$ cat config.mk
export PLATFORM = sky130hd
export DESIGN_NAME = pattern_bist_ctrl
export DESIGN_NICKNAME = d
export VERILOG_FILES = /design/src/rtl/pattern_bist_ctrl.sv
export SDC_FILE = /design/constraint.sdc
export NUM_CORES = 1
export LEC_CHECK = 0
export CORE_MARGIN = 1
export CORE_UTILIZATION = 53
export CTS_CLUSTER_DIAMETER = 80
export CTS_CLUSTER_SIZE = 10
export DETAILED_ROUTE_END_ITERATION = 8
export GPL_ROUTABILITY_DRIVEN = 0
export MAX_ROUTING_LAYER = met4
export PLACE_DENSITY = 0.93
export SLEW_MARGIN = 15
export SYNTH_ARGS = -nofsm -noshare
export SYNTH_HDL_FRONTEND = slang
export SYNTH_SLANG_ARGS = --single-unit
export TNS_END_PERCENT = 1
$ cat constraint.sdc
create_clock -name blif_clk_net -period 5.1 [get_ports blif_clk_net]
set_input_delay 0.51 -clock blif_clk_net [delete_from_list [all_inputs] [get_ports blif_clk_net]]
set_output_delay 0.51 -clock blif_clk_net [all_outputs]
set_load 0.03 [all_outputs]
$ cat src/rtl/pattern_bist_ctrl.sv
// Pattern BIST controller: drives 11-bit LFSR stimulus into a netlist under
// test, compacts its delayed responses in an 11-bit MISR and hands the final
// signature to a consumer through a valid/ready handshake.
// Optional feature: define BIST_RSP_MASK_EN to add the rsp_mask input, whose
// set bits are forced to 0 before compaction.
module pattern_bist_ctrl #(
   parameter int CNT_W = 16,
   parameter int LAT   = 2
) (
   input  logic             blif_clk_net,
   input  logic             blif_reset_net,
   input  logic             start,
   input  logic [10:0]      seed,
   input  logic [CNT_W-1:0] num_vec,
   output logic [10:0]      stim,
   output logic             stim_valid,
   input  logic [10:0]      rsp,
`ifdef BIST_RSP_MASK_EN
   input  logic [10:0]      rsp_mask,
`endif
   output logic             busy,
   output logic [10:0]      sig,
   output logic             sig_valid,
   input  logic             sig_ready
);

   typedef enum logic [1:0] {S_IDLE, S_RUN, S_DRAIN, S_SIG} state_t;

   state_t           state_q, state_d;
   logic [10:0]      lfsr_q, lfsr_d;
   logic [10:0]      misr_q, misr_d;
   logic [10:0]      hold_q, hold_d;
   logic [CNT_W-1:0] cnt_q, cnt_d;
   logic [LAT-1:0]   dly_q, dly_d;
   logic [10:0]      rsp_eff;

   function automatic logic [10:0] lfsr_step(input logic [10:0] q);
      return {q[9:0], q[10] ^ q[8]};
   endfunction

   function automatic logic [10:0] misr_step(input logic [10:0] m, input logic [10:0] r);
      return {m[9:0], m[10] ^ m[8]} ^ r;
   endfunction

`ifdef BIST_RSP_MASK_EN
   assign rsp_eff = rsp & ~rsp_mask;
`else
   assign rsp_eff = rsp;
`endif

   // stim follows the LFSR while vectors are being applied and otherwise
   // shows the last applied vector, so DRAIN keeps the inputs steady.
   assign stim_valid = (state_q == S_RUN);
   assign stim       = stim_valid ? lfsr_q : hold_q;
   assign busy       = (state_q != S_IDLE);
   assign sig_valid  = (state_q == S_SIG);
   assign sig        = sig_valid ? misr_q : 11'd0;

   // The valid delay line marks the cycle in which each vector's response
   // is present on rsp; its last stage enables compaction.
   if (LAT == 1) begin : g_dly1
      assign dly_d = stim_valid;
   end else begin : g_dlyn
      assign dly_d = {dly_q[LAT-2:0], stim_valid};
   end

   // Next-state, LFSR, MISR and vector counter updates.
   always_comb begin
      state_d = state_q;
      lfsr_d  = lfsr_q;
      misr_d  = misr_q;
      hold_d  = hold_q;
      cnt_d   = cnt_q;
      if (dly_q[LAT-1]) begin
         misr_d = misr_step(misr_q, rsp_eff);
      end
      case (state_q)
         S_IDLE: begin
            if (start) begin
               lfsr_d  = (seed == 11'd0) ? 11'h001 : seed;
               misr_d  = 11'd0;
               cnt_d   = num_vec;
               state_d = (num_vec == '0) ? S_SIG : S_RUN;
            end
         end
         S_RUN: begin
            lfsr_d = lfsr_step(lfsr_q);
            hold_d = lfsr_q;
            cnt_d  = cnt_q - 1'b1;
            if (cnt_q == CNT_W'(1)) begin
               state_d = S_DRAIN;
            end
         end
         S_DRAIN: begin
            // Leave as the final response is compacted at this edge, so the
            // signature is complete on the first SIG cycle.
            if (dly_d == '0) begin
               state_d = S_SIG;
            end
         end
         S_SIG: begin
            if (sig_ready) begin
               state_d = S_IDLE;
            end
         end
         default: state_d = S_IDLE;
      endcase
   end

   // State register; reset aborts any run and clears all datapath state.
   always_ff @(posedge blif_clk_net) begin
      if (blif_reset_net) begin
         state_q <= S_IDLE;
         lfsr_q  <= 11'h001;
         misr_q  <= 11'd0;
         hold_q  <= 11'd0;
         cnt_q   <= '0;
         dly_q   <= '0;
      end else begin
         state_q <= state_d;
         lfsr_q  <= lfsr_d;
         misr_q  <= misr_d;
         hold_q  <= hold_d;
         cnt_q   <= cnt_d;
         dly_q   <= dly_d;
      end
   end

endmodule

==> flow_metrics.env <==
export IMPL_outcome="complete, no violations"
export IMPL_hold_crit_class="reg2reg"
export IMPL_fp_row_count=26
export IMPL_synth_simple_area_share_pct=22.7
export IMPL_port_buffers=66
export IMPL_drive_gt1_share_pct=6.90
export IMPL_main_combinational_cell_family_by_area_after_synthesis="simple AND/OR/NAND/NOR gates"
export IMPL_vias=2575
export IMPL_slew_limit_headroom_pct=29.2
export IMPL_num_antenna_cells=0
export IMPL_holdPathStages=1
export IMPL_synth_compound_gate_area_share_pct=17.9
export IMPL_clk_path_buf_depth=2
export IMPL_number_of_pins_exceeding_their_max_slew_limit_in_the_final_report=0
export IMPL_chipHeight_um=74.5
export IMPL_finalSetupViolations=0
export IMPL_synthTopCellsByArea="sky130_fd_sc_hd__dfxtp_1 (38%), sky130_fd_sc_hd__a211oi_1 (6.7%), sky130_fd_sc_hd__nor2_1 (5.9%)"
export IMPL_fillers=393
export IMPL_ant_nets=0
export IMPL_synthXorXnorAreaFrac_pct=4.09
export IMPL_fmaxAchievable_ghz=0.314
export IMPL_worstSkewPairLatency_ns=0.31
export IMPL_drc=0
export IMPL_wl_per_cell_um=15.0
export IMPL_r2r_start="state_q[1]$_SDFFE_PP0P_"
export IMPL_global_route_wire_length_before_repair_um=10400
export IMPL_synth_yosys_seq_area_share_pct=38.1
export IMPL_ios=67
export IMPL_groute_layer_met1_usage_pct=30.0
export IMPL_first_pass_iters=4
export IMPL_area_growth_pct=25.9
export IMPL_report_final_hold_viol_count=0
export IMPL_clk_root_buffer_cell="sky130_fd_sc_hd__clkbuf_8"
export IMPL_number_of_drc_markers_after_the_initial_detailed_route_iteration=162
export IMPL_post_cts_resized_instances=0
export IMPL_yosys_area_top_type="sky130_fd_sc_hd__dfxtp_1"
export IMPL_ir_drop_mv=0.316
export IMPL_synth_distinct_cells=40
export IMPL_ys_warn_count=0
export IMPL_coreArea_um2=5070
export IMPL_fin_crit_ns=3.19
export IMPL_crit_fanout=50
export IMPL_final_cell_mix="sky130_fd_sc_hd__clkdlybuf4s50_1 (66), sky130_fd_sc_hd__dfxtp_1 (53), sky130_fd_sc_hd__nor2_1 (44), sky130_fd_sc_hd__a211oi_1 (25)"
export IMPL_crit_path_start_kind="register"
export IMPL_rrSetupSlack_ns=2.16
export IMPL_hold_path_startpoint="dly_q[0]$_SDFF_PP0_"
export IMPL_r2r_cells=7
export IMPL_cts_hold_repair_buffers=0
export IMPL_synthCells=322
export IMPL_post_synth_cell_area_avg_um2=8.64
export IMPL_grt_use_total_pct=25.4
export IMPL_synthMuxAreaShare_pct=8.77
export IMPL_total_leakage_power_nw=1.24
export IMPL_worst_setup_path_type="reg2out"
export IMPL_register_clock_pin_slew_on_the_reported_worst_setup_and_hold_paths_ns=0.10
export IMPL_antenna_found_initial=0
export IMPL_postSynthNetCount=370
export IMPL_crit_path_end_kind="output port"
export IMPL_die_area_um2=5540
export IMPL_synth_ff_latch_count=53
export IMPL_cts_h_tree_lvls=2
export IMPL_fin_nets=424
export IMPL_post_synth_fa_ha_maj_area_fraction_pct=2.70
export IMPL_postCtsSetupBuffers=0
export IMPL_maxCapViolations=0
export IMPL_route_final_wire_length_um=6690
export IMPL_vias_per_cell=5.76
export IMPL_period_share_pct=62.5
export IMPL_die_w_um=74.5
export IMPL_worst_setup_skew_after_layout_ns=0.00291
export IMPL_worstHoldEndpoint="dly_q[1]$_SDFF_PP0_"
export IMPL_tritoncts="yes"
export IMPL_required_ns=4.59
export IMPL_grt_overflow=0
export IMPL_total_clock_sinks=53
export IMPL_floorplan_initialDensity_pct=54.8
export IMPL_grt_setup_unrepaired="false"
export IMPL_worstPathArrival_ns=2.68
export IMPL_pwr_density_cell_nw_per_um2=520
export IMPL_critical_path_reg2reg_endpoint="cnt_q[14]$_SDFFE_PP0P_"
export IMPL_vias_in_the_first_global_route=2334
export IMPL_numCtsBuffers=5
export IMPL_largest_net_degree_at_the_start_of_global_routing=51
export IMPL_post_synth_instance_area_um2=2780
export IMPL_detailed_place_hpwl_um=4750
export IMPL_finish_instance_area_um2=3500
export IMPL_synth_top_area_share_pct=38.1
export IMPL_grt_busiest_layer="met2"
export IMPL_place_area_um2=3420
export IMPL_final_common_cell="sky130_fd_sc_hd__clkdlybuf4s50_1"
export IMPL_grt_util_met3_pct=5.69
export IMPL_max_slew_worst_pin_slew_ns=1.06
export IMPL_post_layout_total_power_mw=1.82
export IMPL_globalRouteMet2Util_pct=40.9
export IMPL_fin_tns_setup_ns=0
==> power breakdown <==
group / total, mW / internal [mW] / switching (mW)
Clock: 0.240 / 0.0982 / 0.142
Combinational: 0.945 / 0.386 / 0.560
Sequential: 0.637 / 0.526 / 0.111
==> synthesized netlist by cell type, drive strengths merged <==
cell / number
o22ai: 1
nor2: 44
nand2: 18
a22oi: 2
nand2b: 3
mux2: 11
o31a: 1
a311oi: 2
or3: 1
a31oi: 2
o21ai: 14
xor2: 1
a21o: 1
mux2i: 12
a21oi: 17
o2bb2ai: 2
nor4: 18
nand3b: 2
nor3b: 2
xnor2: 12
and2: 11
clkbuf: 16
dfxtp: 53
nor2b: 15
nand3: 5
or4: 1
o31ai: 7
buf: 5
o211a: 1
nand4b: 1
nand4: 2
inv: 7
ha: 6
a211oi: 25
nor3: 1
==> state kept, by name (all words and copies together), names as in the netlist <==
register  flops
cnt_q        16
dly_q         2
hold_q       11
lfsr_q       11
misr_q       11
state_q       2
==> cell families (layout without fill, tap and decap cells) <==
group	after synthesis	after routing
multiplexers	23	23
AO/OA/AOI/OAI	75	75
flip-flops	53	53
buffers and inverters	28	83
XOR/XNOR	13	13
adder cells (fa/ha/maj)	6	6
AND/OR/NAND/NOR	124	124
==> critical path, cell delays in order, from the launching register on <==
cell                              delay [ns]
sky130_fd_sc_hd__dfxtp_1                0.34
sky130_fd_sc_hd__inv_1                  0.08
sky130_fd_sc_hd__ha_2                   0.89
sky130_fd_sc_hd__mux2_2                 0.43
sky130_fd_sc_hd__clkdlybuf4s50_1        0.61
==> layout make-up <==
class	instances	area (um2)	share of cell area (%)
inverter	7	26.3	0.750
tap	70	87.6	2.50
clock inverter	2	13.8	0.393
clock buffer	6	72.6	2.07
timing repair buffer	68	676	19.3
sequential	53	1060	30.3
multi-input combinational	241	1570	44.7
==> how the worst max path moves through the flow <==
stage	start	endpoint	slack, ns
after floorplan	state_q[1]$_SDFFE_PP0P_	stim[0]	3.11
after global placement	state_q[1]$_SDFFE_PP0P_	stim[2]	2.30
after detailed placement	state_q[1]$_SDFFE_PP0P_	cnt_q[2]$_SDFFE_PP0P_	2.25
after CTS	state_q[1]$_SDFFE_PP0P_	stim[8]	1.92
after global routing	state_q[0]$_SDFFE_PP0P_	stim[8]	1.79
final	state_q[1]$_SDFFE_PP0P_	stim[8]	1.91
==> layer usage <==
layer | part of all wire [%] | wire (um) | vias up
li1 | - | - | 1263
met1 | 44 | 2950 | 1204
met2 | 48 | 3190 | 92
met3 | 5.3 | 356 | 16
met4 | 2.7 | 183 | 0
met5 | 0 | 0 | -
==> metrics by stage <==
step                instances  setup slack (ns)  hold slack, ns  util, %
floorplan                 322              3.11           0.432        -
global placement          439              2.30           0.468     67.3
detailed placement        439              2.25           0.480     67.3
CTS                       447              1.92           0.496     69.0
global route              447              1.79           0.512     69.0
finish                    447              1.91           0.498     69.0
Note: power is estimated with default switching activity, not from simulation.
